File: src/rtl/ws2812_frame_ctrl.sv
// WS2812 frame sequencer: captures this node's first pixel of each frame, then
// forwards the remaining bits downstream until the line latches low.
module ws2812_frame_ctrl #(
  parameter int RESET_CYCLES  = 2500,
  parameter int LOW_CNT_WIDTH = 12,
  parameter int PIXEL_BITS    = 24
) (
  input  logic                  i_clk,
  input  logic                  i_reset_n,
  input  logic                  i_rx,
  input  logic                  i_bit_strobe,
  input  logic                  i_bit_value,
  input  logic                  i_bit_error,
  output logic [PIXEL_BITS-1:0] o_pixel_data,
  output logic                  o_pixel_valid,
  input  logic                  i_pixel_ready,
  output logic                  o_fwd_en,
  output logic                  o_frame_done,
  output logic                  o_overrun,
  output logic [7:0]            o_err_count,
  output logic [1:0]            o_state
);
  localparam int BCW = $clog2(PIXEL_BITS + 1);
  localparam logic [LOW_CNT_WIDTH-1:0] LOW_MAX  = LOW_CNT_WIDTH'(RESET_CYCLES);
  localparam logic [LOW_CNT_WIDTH-1:0] LOW_LAST = LOW_CNT_WIDTH'(RESET_CYCLES - 1);
  localparam logic [BCW-1:0]           BIT_LAST = BCW'(PIXEL_BITS - 1);

  typedef enum logic [1:0] {
    S_IDLE    = 2'd0,
    S_CAPTURE = 2'd1,
    S_FORWARD = 2'd2,
    S_ERROR   = 2'd3
  } state_t;

  state_t                  state_q, state_d;
  logic [LOW_CNT_WIDTH-1:0] low_cnt_q, low_cnt_d;
  logic [BCW-1:0]          bit_cnt_q, bit_cnt_d;
  logic [PIXEL_BITS-1:0]   shift_q, shift_d;
  logic [PIXEL_BITS-1:0]   pixel_data_q, pixel_data_d;
  logic                    pixel_valid_q, pixel_valid_d;
  logic                    fwd_en_q, fwd_en_d;
  logic                    frame_done_q, frame_done_d;
  logic                    overrun_q, overrun_d;
  logic [7:0]              err_count_q, err_count_d;

  logic latch, good_bit, bad_bit, last_bit, pix_complete;

  // The latch fires on the cycle the low run reaches RESET_CYCLES and wins over any strobe.
  always_comb begin
    low_cnt_d = low_cnt_q;
    if (i_rx) begin
      low_cnt_d = '0;
    end else if (low_cnt_q != LOW_MAX) begin
      low_cnt_d = low_cnt_q + 1'b1;
    end
  end

  assign latch    = !i_rx && (low_cnt_q == LOW_LAST);
  assign good_bit = i_bit_strobe && !i_bit_error && !latch;
  assign bad_bit  = i_bit_strobe && i_bit_error && !latch;
  assign last_bit = (bit_cnt_q == BIT_LAST);

  always_ff @(posedge i_clk) begin
    if (!i_reset_n) begin
      state_q <= S_IDLE;
    end else begin
      state_q <= state_d;
    end
  end

  always_comb begin
    state_d = state_q;
    if (latch) begin
      state_d = S_IDLE;
    end else begin
      case (state_q)
        S_IDLE: begin
          if (good_bit)     state_d = S_CAPTURE;
          else if (bad_bit) state_d = S_ERROR;
        end
        S_CAPTURE: begin
          if (bad_bit)                   state_d = S_ERROR;
          else if (good_bit && last_bit) state_d = S_FORWARD;
        end
        default: state_d = state_q;
      endcase
    end
  end

  always_comb begin
    shift_d       = shift_q;
    bit_cnt_d     = bit_cnt_q;
    pix_complete  = 1'b0;
    pixel_data_d  = pixel_data_q;
    pixel_valid_d = pixel_valid_q;
    overrun_d     = 1'b0;
    err_count_d   = err_count_q;

    if (state_q == S_IDLE && good_bit) begin
      shift_d   = {{(PIXEL_BITS-1){1'b0}}, i_bit_value};
      bit_cnt_d = BCW'(1);
    end else if (state_q == S_CAPTURE && good_bit) begin
      shift_d      = {shift_q[PIXEL_BITS-2:0], i_bit_value};
      bit_cnt_d    = bit_cnt_q + 1'b1;
      pix_complete = last_bit;
    end
    if (state_d != S_CAPTURE) bit_cnt_d = '0;

    // A completing pixel may replace the held one only if it is being accepted now.
    if (pix_complete) begin
      if (!pixel_valid_q || i_pixel_ready) begin
        pixel_data_d  = shift_d;
        pixel_valid_d = 1'b1;
      end else begin
        overrun_d = 1'b1;
      end
    end else if (pixel_valid_q && i_pixel_ready) begin
      pixel_valid_d = 1'b0;
    end

    if (bad_bit && (state_q == S_IDLE || state_q == S_CAPTURE) && err_count_q != 8'hFF) begin
      err_count_d = err_count_q + 8'd1;
    end

    fwd_en_d     = (state_d == S_FORWARD);
    frame_done_d = latch && (state_q != S_IDLE);
  end

  always_ff @(posedge i_clk) begin
    if (!i_reset_n) begin
      low_cnt_q     <= '0;
      bit_cnt_q     <= '0;
      shift_q       <= '0;
      pixel_data_q  <= '0;
      pixel_valid_q <= 1'b0;
      fwd_en_q      <= 1'b0;
      frame_done_q  <= 1'b0;
      overrun_q     <= 1'b0;
      err_count_q   <= '0;
    end else begin
      low_cnt_q     <= low_cnt_d;
      bit_cnt_q     <= bit_cnt_d;
      shift_q       <= shift_d;
      pixel_data_q  <= pixel_data_d;
      pixel_valid_q <= pixel_valid_d;
      fwd_en_q      <= fwd_en_d;
      frame_done_q  <= frame_done_d;
      overrun_q     <= overrun_d;
      err_count_q   <= err_count_d;
    end
  end

  assign o_pixel_data  = pixel_data_q;
  assign o_pixel_valid = pixel_valid_q;
  assign o_fwd_en      = fwd_en_q;
  assign o_frame_done  = frame_done_q;
  assign o_overrun     = overrun_q;
  assign o_err_count   = err_count_q;
  assign o_state       = state_q;
endmodule

File: config.mk
export PLATFORM = sky130hd
export DESIGN_NAME = ws2812_frame_ctrl
export DESIGN_NICKNAME = d
export VERILOG_FILES = /design/src/rtl/ws2812_frame_ctrl.sv
export SDC_FILE = /design/constraint.sdc
export NUM_CORES = 1
export LEC_CHECK = 0
export BUFFER_PORTS_ARGS = -buffer_cell sky130_fd_sc_hd__buf_4
export CAP_MARGIN = 15
export CORE_UTILIZATION = 40
export CTS_CLUSTER_DIAMETER = 200
export DETAILED_ROUTE_END_ITERATION = 10
export SLEW_MARGIN = 0
export SYNTH_ARGS = -nofsm -noshare
export SYNTH_HDL_FRONTEND = slang
export SYNTH_SLANG_ARGS = --single-unit
File: constraint.sdc
create_clock -name i_clk -period 5.7 [get_ports i_clk]
set_clock_uncertainty 0.1 [all_clocks]
set_input_delay 0.285 -clock i_clk [delete_from_list [all_inputs] [get_ports i_clk]]
set_output_delay 0.285 -clock i_clk [all_outputs]
set_load 0.02 [all_outputs]
Yosys cells after proc, flatten, opt, wreduce, memory -nomap -nowiden
Index checks and enable logic that the tools add are counted.
{"block": "op_classes", "n_bitwise": 1, "n_lt_le_gt_ge": 0, "eq_ne": 8, "n_addsub": 3, "shifts": 0, "reduce_logical": 28, "div_mod_pow": 0, "mux": 16, "n_mul": 0}
{"cell": "24-bit two-way mux", "n": 2}
{"cell": "12-bit by 1-bit adder with 12-bit output (second input constant)", "n": 1}
{"cell": "12-bit == test (second input constant)", "n": 1}
{"cell": "1-bit logical AND", "n": 12}
{"cell": "12-bit != test (second input constant)", "n": 1}
{"cell": "2-bit two-way mux", "n": 5}
{"cell": "8-bit by 1-bit adder with 8-bit output (second input constant)", "n": 1}
{"cell": "1-bit two-way mux", "n": 8}
{"cell": "8-bit != test (second input constant)", "n": 1}
{"cell": "2-bit AND reduction", "n": 3}
{"cell": "2-bit nonzero test", "n": 3}
{"cell": "5-bit by 1-bit adder with 5-bit output (second input constant)", "n": 1}
{"cell": "5-bit == test (second input constant)", "n": 1}
{"cell": "1-bit zero test", "n": 4}
{"cell": "2-bit by 1-bit != test with 1-bit output (second input constant)", "n": 2}
{"cell": "2-bit one-hot mux with 2 select lines", "n": 1}
{"cell": "2-bit OR reduction", "n": 2}
{"cell": "3-bit OR reduction", "n": 1}
{"cell": "2-bit by 1-bit == test with 1-bit output (second input constant)", "n": 1}
{"cell": "2-bit == test (second input constant)", "n": 1}
{"cell": "2-bit zero test", "n": 1}
{"cell": "1-bit logical OR", "n": 2}
{"cell": "1-bit NOT", "n": 1}
{"block": "totals", "mem_count": 0, "rom_bits": 0, "ff_bits": 79, "out_inout_bits": 38, "ramBits": 0, "word_cells": 67, "latchBits": 0, "in_bits": 7}

Depth between registers and ports, before layout
Gate-level depths: netlist of the first run.
{"block": "depth", "word_depth": 11, "mapped_depth": 8, "mapped_depth_nobuf": 5}

Least setup slack after synthesis of the first run
Ideal clock, no wire load.
{"block": "synth_timing", "kind": "reg2reg", "from": "register low_cnt_q[0]", "to": "register bit_cnt_q[3]", "path_stages_with_launch": 8, "setup_time_ps": 71, "period_less_slack_ps": 1910, "setup_slack_ps": 3790, "t_arrival_ps": 1739, "cell_sequence": "dfxtp_1 > ha_1 > nor3b_1 > and4_4 > buf_6 > buf_6 > or4_1 > a21oi_1"}
{"block": "synth_via", "elab_chain_cells": 11}
{"item": "from (decl)", "line": "36", "rtl": "logic [LOW_CNT_WIDTH-1:0] low_cnt_q, low_cnt_d;"}
{"item": "from (signal assigned)", "line": "141", "rtl": "low_cnt_q <= low_cnt_d;"}
{"item": "12-bit == test (*)", "line": "58", "rtl": "assign latch = !i_rx && (low_cnt_q == LOW_LAST);"}
{"item": "1-bit logical AND (*)", "line": "58"}
{"item": "1-bit zero test", "line": "59, 60"}
{"item": "1-bit logical AND", "line": "59", "rtl": "assign good_bit = i_bit_strobe && !i_bit_error && !latch;"}
{"item": "1-bit logical AND", "line": "83", "rtl": "else if (good_bit && last_bit) state_d = S_FORWARD;"}
{"item": "2-bit two-way mux", "line": "83"}
{"item": "2-bit two-way mux", "line": "82", "rtl": "if (bad_bit) state_d = S_ERROR;"}
{"item": "2-bit one-hot mux with 2 select lines", "line": "76", "rtl": "case (state_q)"}
{"item": "2-bit two-way mux", "line": "73", "rtl": "if (latch) begin"}
{"item": "2-bit by 1-bit != test with 1-bit output", "line": "107", "rtl": "if (state_d != S_CAPTURE) bit_cnt_d = '0;"}
{"item": "3-bit OR reduction (no line)"}
{"item": "to (signal assigned)", "line": "142", "rtl": "bit_cnt_q <= bit_cnt_d;"}
{"item": "to (decl)", "line": "37", "rtl": "logic [BCW-1:0] bit_cnt_q, bit_cnt_d;"}
Every way passes the cells marked *; elsewhere a longest branch is shown, timed or not.
A chain may end at the register's enable or synchronous reset.

Final worst setup path of the first run
{"block": "layout_timing", "from": "register bit_cnt_q[0]", "to": "register pixel_data_q[2] (netlist: o_pixel_data[2])"}
{"block": "layout_via", "elab_chain_cells": 4}
{"item": "5-bit == test", "line": "61", "rtl": "assign last_bit = (bit_cnt_q == BIT_LAST);"}
{"item": "1-bit two-way mux", "line": "102", "rtl": "end else if (state_q == S_CAPTURE && good_bit) begin"}
{"item": "1-bit two-way mux", "line": "99", "rtl": "if (state_q == S_IDLE && good_bit) begin"}
{"item": "2-bit AND reduction (no line)"}
{"item": "to (signal assigned)", "line": "144", "rtl": "pixel_data_q <= pixel_data_d;"}
{"item": "to (decl)", "line": "39", "rtl": "logic [PIXEL_BITS-1:0] pixel_data_q, pixel_data_d;"}
No other way between the ends.

==> results of run 1 <==
==> worst max-delay path by stage <==
stage	startpoint	depth (start not counted)	endpoint
3_5_place_dp	bit_cnt_q[0]	5	o_pixel_data[6]
2_1_floorplan	low_cnt_q[0]	7	bit_cnt_q[3]
4_1_cts	bit_cnt_q[0]	5	o_pixel_data[12]
5_1_grt	bit_cnt_q[0]	5	o_pixel_data[21]
3_3_place_gp	low_cnt_q[0]	6	o_pixel_data[2]
6_report	bit_cnt_q[0]	5	o_pixel_data[2]
==> cell families after synthesis <==
kind of cell | share of synthesized area, %
AND/OR/NAND/NOR | 23.32
buffers and inverters | 5.231
flip-flops | 46.64
multiplexers | 0.5979
adder cells (fa/ha/maj) | 1.495
XOR/XNOR | 1.831
AO/OA/AOI/OAI | 20.89
==> worst max-delay path: stages (launching register included) <==
cell and delay [ns]:
dfxtp_1 0.38, ha_1 0.19, and4b_1 0.30, and3_1 0.82, nand4_1 0.25, a21oi_1 0.17
==> cell type report <==
cell class                      instances  area share [%]
Multi-Input combinational cell        279           41.21
Sequential cell                        78           39.87
Timing Repair Buffer                   47           9.010
Tap cell                              105           3.355
Clock buffer                           10           3.259
Clock inverter                          6           2.812
Inverter                                5          0.4792
==> power groups by stage <==
stage / Combinational (mW) / Clock, mW / Sequential (mW)
after floorplan: 0.0301 / 0 / 0.566
after global routing: 0.0535 / 0.526 / 0.552
final: 0.0486 / 0.492 / 0.551
after CTS: 0.0488 / 0.507 / 0.551
after detailed placement: 0.0487 / 0 / 0.564
after global placement: 0.0486 / 0 / 0.564
==> synthesized netlist by cell type <==
cell type  count
nor3_1         7
nor3_2         1
or4_1          5
nand3b_1       2
nor3b_1        4
and4_1         1
nor4_1         2
buf_2          5
o21ai_0       57
a21boi_0       1
nor4b_1        1
a311oi_1       1
a311o_1        1
mux2i_1        2
clkbuf_1      29
and4bb_2       1
buf_6          2
nand2b_1       5
xnor2_1        6
xor2_1         1
nand3_1       11
dfxtp_1       78
a41o_1         1
a21o_1         1
o31ai_1        5
and2_1         1
nand4_1       50
and4_4         1
inv_1          5
nand2_1       14
a31oi_1        1
or3_1          5
nor2b_1        3
and3_1         2
or3b_1         1
and4b_1        1
ha_1           4
a21oi_1       63
o2111a_1       1
nor2_1        16
==> registers in the layout, summed over array words and instances, names as in the netlist <==
register,flops
o_pixel_valid,1
o_fwd_en,1
bit_cnt_q,5
o_overrun,1
o_frame_done,1
o_pixel_data,24
shift_q,23
o_err_count,8
low_cnt_q,12
o_state,2
==> stage by stage <==
step | power (mW) | setup WS [ns] | hold WS, ns | util, %
floorplan | 0.5959 | 3.790 | 0.3207 | -
global placement | 0.6124 | 3.504 | 0.3621 | 45.00
detailed placement | 0.6126 | 3.468 | 0.3690 | 45.00
CTS | 1.107 | 3.440 | 0.09170 | 47.90
global route | 1.131 | 3.177 | 0.1100 | 47.90
finish | 1.092 | 3.414 | 0.1067 | 47.90
==> metal layers <==
metal	global-route usage, %	vias to the layer above	part of all wire [%]
met5	0	-	0
met4	4.615	0	0.91
met3	5.366	8	5.2
met2	28.74	61	44
met1	25.10	1384	50
li1	-	1521	-
==> flow_metrics.env, run 1 <==
export IMPL_rrSetupSlack_ns=3.41
export IMPL_hold_buffers=0
export IMPL_io_pins=45
export IMPL_clock_sinks=78
export IMPL_min_to="o_pixel_data[0]"
export IMPL_multiInputGateArea_um2=1614
export IMPL_dpl_instance_area_um2=3679
export IMPL_clk_pin_slew_worst_paths_ns=0.09
export IMPL_min_period_over_period_pct=40.10
export IMPL_internal_power_mw=0.8519
export IMPL_grt_pass1_wl_um=12910
export IMPL_areaGrowthSynthToFinish_pct=16.97
export IMPL_synth_avg_cell_area_um2=8.413
export IMPL_cts_root_buffer="clkbuf_8"
export IMPL_num_vias=2974
export IMPL_most_common_layout_cells="dfxtp_1, a21oi_1, o21ai_0"
export IMPL_slew_headroom_pct=35.90
export IMPL_rsz0062_at_grt="false"
export IMPL_synth_distinct_cells=40
export IMPL_place_inst=514
export IMPL_hold_class="in -> reg"
export IMPL_r2r_end="o_pixel_data[2]"
export IMPL_p_per_area_nw_per_um2=278.7
export IMPL_synth_seq_area_share_pct=46.64
export IMPL_cp_max_fo=24
export IMPL_worstReg2RegStart="bit_cnt_q[0]"
export IMPL_wl_per_cell_um=14.37
export IMPL_diodes=0
export IMPL_crit_type="reg -> reg"
export IMPL_die_w_um=93.49
export IMPL_synth_cells=398
export IMPL_setup_viol=0
export IMPL_dieHeight_um=93.49
export IMPL_globalRouteTotalUtil_pct=18.49
export IMPL_end_kind="flop"
export IMPL_power_leakage_nw=1.310
export IMPL_cp_start_kind="flop"
export IMPL_fill_cells=808
export IMPL_hpwl_um=4507
export IMPL_postCtsSetupRepairBufs=0
export IMPL_antenna_found_initial=0
export IMPL_fin_cells=530
export IMPL_gp_congestion=0.7455
export IMPL_cts_resized=0
export IMPL_pwr_share_comb_pct=4.5
export IMPL_worstPathRequired_ns=5.89
export IMPL_grt_overflow=0
export IMPL_final_max_slew_viol_count=0
export IMPL_synth_fp_nets=409
export IMPL_netlist_area_um2=3348
export IMPL_outcome="finished, final reports clean"
export IMPL_insertion_delay_ns=0.35
export IMPL_antenna_left=0
export IMPL_fin_nets=431
export IMPL_portBuffers=44
export IMPL_swShare_pct=21.95
export IMPL_ys_seq_elements=78
export IMPL_cts_tree="built"
export IMPL_drc=0
export IMPL_cts_max_level=3
export IMPL_ys_top_cells_by_area="dfxtp_1, a21oi_1, nand4_1"
export IMPL_tightest_slew_ns=0.9604
export IMPL_ir_drop_v=0.0001402
export IMPL_drive_above_1_share_pct=15.53
export IMPL_register_area_um2=1562
export IMPL_drtPass1Iterations=4
export IMPL_die_area_um2=8740
export IMPL_p_sw_mw=0.2396
export IMPL_clockBufferDepth=2
export IMPL_min_from="i_bit_value"
export IMPL_cts_buffers=9
export IMPL_synth_area_leader_cell="dfxtp_1"
export IMPL_wirelength_um=7616
export IMPL_drt_iter0_drc=233
export IMPL_max_clock_freq_mhz=437.5
export IMPL_placementRows=33
export IMPL_maxCapViolCount=0
export IMPL_p_clk_share_pct=45.1
export IMPL_grt_pass1_vias=2657
export IMPL_post_route_min_period_ns=2.286
export IMPL_finalHoldViolations=0
export IMPL_final_common_cell="dfxtp_1"
export IMPL_core_um2=8175
export IMPL_holdPathStages=3
export IMPL_viasPerCell=5.611
export IMPL_initial_utilization_pct=40.96
export IMPL_yosysWarningCount=0
export IMPL_reg2reg_depth=5
export IMPL_grt_max_degree=70
export IMPL_setup_tns_final_ns=0
export IMPL_seq_power_share_pct=50.5
export IMPL_arrival_ns=2.47
export IMPL_synth_top_area_share_pct=46.64
export IMPL_design_area_um2=3916
Power figures use the tool's default switching activity.
==> run 2, diff against run 1 <==
==> constraint.sdc (replaced) <==
create_clock -name i_clk -period 2.14 [get_ports i_clk]
set_clock_uncertainty 0.1 [all_clocks]
set_input_delay 0.107 -clock i_clk [delete_from_list [all_inputs] [get_ports i_clk]]
set_output_delay 0.107 -clock i_clk [all_outputs]
set_load 0.02 [all_outputs]
==> run 2 against run 1 <==
Power rose by 150%. Sequential share of layout area fell by 0.88 points. Combinational power rose to 2.8 times the previous value. Routed wire length rose by 0.26%. Hold slack got worse by 0.086 ns. Register-to-register slack got worse by 3.3 ns. Via count rose by 3.7%. Final cell count rose by 2.1%. Critical path depth rose by 1. Critical path type unchanged. Largest power group unchanged. Highest routed layer unchanged.
==> flow_metrics.env, run 2 (same netlist as run 1, synthesis figures left out) <==
export IMPL_outcome="finished, final reports clean"
export IMPL_die_area_um2=8740
export IMPL_arrival_ns=2.18
export IMPL_cts_max_level=3
export IMPL_grt_overflow=0
export IMPL_grt_pass1_wl_um=12680
export IMPL_min_from="i_bit_strobe"
export IMPL_final_max_slew_viol_count=0
export IMPL_grt_max_degree=56
export IMPL_fin_cells=541
export IMPL_maxCapViolCount=0
export IMPL_max_stage_delay_ns=0.53
export IMPL_initial_utilization_pct=40.96
export IMPL_cp_start_kind="flop"
export IMPL_finalHoldViolations=0
export IMPL_r2r_end="o_err_count[4]"
export IMPL_wl_per_cell_um=14.11
export IMPL_dieHeight_um=93.49
export IMPL_fin_util_pct=48.99
export IMPL_final_common_cell="dfxtp_1"
export IMPL_p_per_area_nw_per_um2=677.8
export IMPL_globalRouteTotalUtil_pct=18.35
export IMPL_drc=0
export IMPL_crit_chain="ha_1 > nor3b_1 > and4_4 > buf_12 > or4_1 > a21oi_1"
export IMPL_min_to="o_state[1]"
export IMPL_cts_tree="built"
export IMPL_drt_iter0_drc=164
export IMPL_cp_max_fo=22
export IMPL_clk_pin_slew_worst_paths_ns=0.08
export IMPL_worstPathRequired_ns=2.32
export IMPL_drive_above_1_share_pct=16.51
export IMPL_largest_reg_flops=24
export IMPL_hold_class="in -> reg"
export IMPL_slew_headroom_pct=71.07
export IMPL_setup_tns_final_ns=0
export IMPL_postCtsSetupRepairBufs=0
export IMPL_portBuffers=44
export IMPL_crit_type="reg -> reg"
export IMPL_gp_congestion=0.8519
export IMPL_clock_sinks=78
export IMPL_diodes=0
export IMPL_rrSetupSlack_ns=0.15
export IMPL_insertion_delay_ns=0.35
export IMPL_grt_pass1_vias=2637
export IMPL_reg2reg_depth=6
export IMPL_min_period_over_period_pct=93.22
export IMPL_viasPerCell=5.702
export IMPL_holdPathStages=3
export IMPL_clockBufferDepth=2
export IMPL_antenna_found_initial=0
export IMPL_placementRows=33
export IMPL_cts_buffers=9
export IMPL_num_vias=3085
export IMPL_post_route_min_period_ns=1.995
export IMPL_fill_cells=830
export IMPL_io_pins=45
export IMPL_cts_resized=0
export IMPL_ir_drop_v=0.0003934
export IMPL_core_um2=8175
export IMPL_fin_nets=442
export IMPL_design_area_um2=4005
export IMPL_wirelength_um=7636
export IMPL_areaGrowthSynthToFinish_pct=19.62
export IMPL_worstReg2RegStart="low_cnt_q[0]"
export IMPL_max_clock_freq_mhz=501.3
export IMPL_most_common_layout_cells="dfxtp_1, a21oi_1, o21ai_0"
export IMPL_end_kind="flop"
export IMPL_hpwl_um=4670
export IMPL_antenna_left=0
export IMPL_drtPass1Iterations=5
export IMPL_power_leakage_nw=1.364
export IMPL_hold_slack_ns=0.02101
export IMPL_setup_viol=0
export IMPL_place_inst=521
export IMPL_cts_root_buffer="clkbuf_8"
export IMPL_cpMaxStageDelayCell="or4_1"
export IMPL_die_w_um=93.49
export IMPL_dpl_instance_area_um2=3766
export IMPL_tightest_slew_ns=0.4339
export IMPL_rsz0062_at_grt="false"
## run 2: routing by layer
layer / part of all wire, % / global-route usage, % / vias up / routed length [um]
li1: - / - / 1554 / -
met1: 49 / 24.75 / 1465 / 3744
met2: 46 / 28.00 / 54 / 3507
met3: 3.6 / 4.309 / 12 / 277
met4: 1.4 / 7.692 / 0 / 107
met5: 0 / 0 / - / 0
## run 2: critical path, delay by kind of cell (launching register included)
kind / cells / cell delay, ns
AO/OA/AOI/OAI: 1 / 0.16
adder cells (fa/ha/maj): 1 / 0.26
buffers and inverters: 1 / 0.15
flip-flops: 1 / 0.34
AND/OR/NAND/NOR: 3 / 0.92
## run 2: report_power, final
group	internal, mW	switching, mW
clock	0.573	0.535
sequential	1.46	0.0115
combinational	0.0458	0.0900
total	2.08	0.637
## run 2: metrics by stage
| step | worst slack, ns | power, mW |
|---|---|---|
| 2_1_floorplan | 0.2301 | 1.587 |
| 3_3_place_gp | 0.2449 | 1.633 |
| 3_5_place_dp | 0.1606 | 1.635 |
| 4_1_cts | 0.1497 | 2.752 |
| 5_1_grt | 0.07262 | 2.837 |
| 6_report | 0.1452 | 2.714 |
## run 2: worst max path at each step
stage / startpoint / end / slack, ns / cells after the start
after CTS: low_cnt_q[0] / o_err_count[4] / 0.15 / 6
after floorplan: low_cnt_q[0] / bit_cnt_q[3] / 0.23 / 7
after detailed placement: low_cnt_q[0] / o_err_count[4] / 0.16 / 6
final: low_cnt_q[0] / o_err_count[4] / 0.15 / 6
after global routing: low_cnt_q[0] / o_err_count[4] / 0.07 / 6
after global placement: low_cnt_q[0] / o_err_count[7] / 0.24 / 6
## run 2: layout make-up
cell class	instances	area [um^2]	share of cell area, %
Multi-Input combinational cell	279	1612	40.24
Inverter	5	18.77	0.4686
Tap cell	105	131.4	3.280
Sequential cell	78	1562	38.99
Clock inverter	5	57.56	1.437
Clock buffer	11	141.4	3.530
Timing Repair Buffer	58	483.0	12.06
## run 2: what timing repair did
item,in CTS,in global routing
hold buffers,4,0
hold endpoints to repair,8,0
endpoints found under the setup margin,0,0
==> run 3, diff against run 2 <==
--- a/config.mk
+++ b/config.mk
@@ -10,6 +10,7 @@
 export CORE_UTILIZATION = 40
 export CTS_CLUSTER_DIAMETER = 200
 export DETAILED_ROUTE_END_ITERATION = 10
+export HOLD_SLACK_MARGIN = 0.03
 export SLEW_MARGIN = 0
 export SYNTH_ARGS = -nofsm -noshare
 export SYNTH_HDL_FRONTEND = slang
==> run 3 against run 2 <==
Global-route usage is 0.087 points higher. Combinational power hardly changed. Register-to-register slack hardly changed. Sequential share of layout area is 0.097 points lower. Core utilization is 0.12 points higher. Worst setup slack better by 0.0047 ns. Non-clock buffer count is 1 higher. First-iteration DRC count is 5.5% higher. Flip-flop and latch count stayed put. Largest cell class unchanged.
==> flow_metrics.env, run 3 (same netlist as run 1, synthesis figures left out) <==
export IMPL_insertion_delay_ns=0.35
export IMPL_maxCapViolCount=0
export IMPL_path_delay_family="simple AND/OR/NAND/NOR gates"
export IMPL_final_max_slew_viol_count=0
export IMPL_viasPerCell=5.673
export IMPL_internal_power_mw=2.079
export IMPL_ir_drop_v=0.0003943
export IMPL_power_leakage_nw=1.368
export IMPL_num_vias=3075
export IMPL_drc=0
export IMPL_arrival_ns=2.17
export IMPL_finalHoldViolations=0
export IMPL_worstPathRequired_ns=2.32
export IMPL_p_per_area_nw_per_um2=676.5
export IMPL_cp_start_kind="flop"
export IMPL_grt_pass1_wl_um=12740
export IMPL_dpl_instance_area_um2=3766
export IMPL_clockBufferDepth=2
export IMPL_clock_sinks=78
export IMPL_max_clock_freq_mhz=502.5
export IMPL_crit_chain="ha_1 > nor3b_1 > and4_4 > buf_12 > or4_1 > a21oi_1"
export IMPL_hpwl_um=4670
export IMPL_max_stage_delay_ns=0.52
export IMPL_core_um2=8175
export IMPL_cp_num_buf_inv=1
export IMPL_seq_power_share_pct=54.1
export IMPL_areaGrowthSynthToFinish_pct=19.92
export IMPL_post_route_min_period_ns=1.990
export IMPL_die_w_um=93.49
export IMPL_hold_class="in -> reg"
export IMPL_diodes=0
export IMPL_cpMaxStageDelayCell="or4_1"
export IMPL_p_sw_mw=0.6371
export IMPL_design_area_um2=4015
export IMPL_antenna_left=0
export IMPL_rrSetupSlack_ns=0.15
export IMPL_grt_overflow=0
export IMPL_io_pins=45
export IMPL_cts_root_buffer="clkbuf_8"
export IMPL_cts_resized=0
export IMPL_portBuffers=44
export IMPL_most_common_layout_cells="dfxtp_1, a21oi_1, o21ai_0"
export IMPL_end_kind="flop"
export IMPL_cts_max_level=3
export IMPL_crit_type="reg -> reg"
export IMPL_clk_pin_slew_worst_paths_ns=0.08
export IMPL_final_common_cell="dfxtp_1"
export IMPL_drive_above_1_share_pct=16.48
export IMPL_min_period_over_period_pct=93.00
export IMPL_wl_per_cell_um=14.16
export IMPL_largest_reg_flops=24
export IMPL_swShare_pct=23.45
export IMPL_cts_tree="built"
export IMPL_rsz0062_at_grt="false"
export IMPL_slew_headroom_pct=71.62
export IMPL_fill_cells=829
export IMPL_tightest_slew_ns=0.4257
export IMPL_die_area_um2=8740
export IMPL_p_clk_share_pct=40.8
export IMPL_initial_utilization_pct=40.96
export IMPL_grt_max_degree=56
export IMPL_placementRows=33
export IMPL_setup_tns_final_ns=0
export IMPL_cp_max_fo=22
export IMPL_outcome="finished, final reports clean"
export IMPL_globalRouteTotalUtil_pct=18.43
export IMPL_antenna_found_initial=0
export IMPL_gp_congestion=0.8519
export IMPL_cts_buffers=9
export IMPL_drtPass1Iterations=4
export IMPL_wirelength_um=7673
export IMPL_fin_nets=443
export IMPL_grt_pass1_vias=2645
export IMPL_drt_iter0_drc=173
export IMPL_pwr_share_comb_pct=5.0
export IMPL_dieHeight_um=93.49
export IMPL_setup_viol=0
[run 3: final timing paths]
kind | from | endpoint | cells past startpoint
worst max-delay path | low_cnt_q[0] | o_err_count[4] | 6
worst min-delay path | i_bit_error | o_state[1] | 4
worst max register to register | low_cnt_q[0] | o_err_count[4] | 6
worst min register to register | o_pixel_data[11] | o_pixel_data[11] | 2
[run 3: routing by layer]
metal	global-route usage, %	up-vias	routed length (um)
li1	-	1555	-
met1	24.80	1459	3770
met2	28.25	51	3516
met3	4.309	10	260
met4	7.692	0	125
met5	0	-	0
[run 3: worst min-delay path, stage by stage]
cell     delay [ns]
buf_4          0.12
a21o_1         0.08
a21oi_1        0.10
nor2_1         0.10
[run 3: power by group through the flow]
stage               combinational [mW]  clock [mW]  sequential (mW)
floorplan                       0.0801           0             1.51
finish                           0.137        1.11             1.47
detailed placement               0.130           0             1.50
global placement                 0.129           0             1.50
CTS                              0.138        1.14             1.47
global route                     0.153        1.21             1.47
[run 3: area by class of cell]
cell class | instances | area, um^2 | area share [%]
Inverter | 5 | 18.77 | 0.4674
Tap cell | 105 | 131.4 | 3.272
Clock inverter | 5 | 57.56 | 1.433
Multi-Input combinational cell | 279 | 1612 | 40.14
Timing Repair Buffer | 59 | 493.0 | 12.28
Clock buffer | 11 | 141.4 | 3.521
Sequential cell | 78 | 1562 | 38.89
[run 3: metrics by stage]
stage / setup WS, ns / std cells / util (%) / total power [mW] / hold WS [ns]
final: 0.1498 / 542 / 49.11 / 2.716 / 0.1114
after global routing: 0.07262 / 542 / 49.11 / 2.839 / 0.1319
after CTS: 0.1497 / 542 / 49.11 / 2.753 / 0.09534
after detailed placement: 0.1606 / 521 / 46.07 / 1.635 / 0.2955
after global placement: 0.2449 / 521 / 46.07 / 1.633 / 0.2880
after floorplan: 0.2301 / 398 / - / 1.587 / 0.1427
[run 3: what timing repair did]
| item | in CTS | in global routing |
|---|---|---|
| hold buffers | 5 | 0 |
| hold endpoints to repair | 10 | 0 |
| buffers inserted | 0 | 0 |
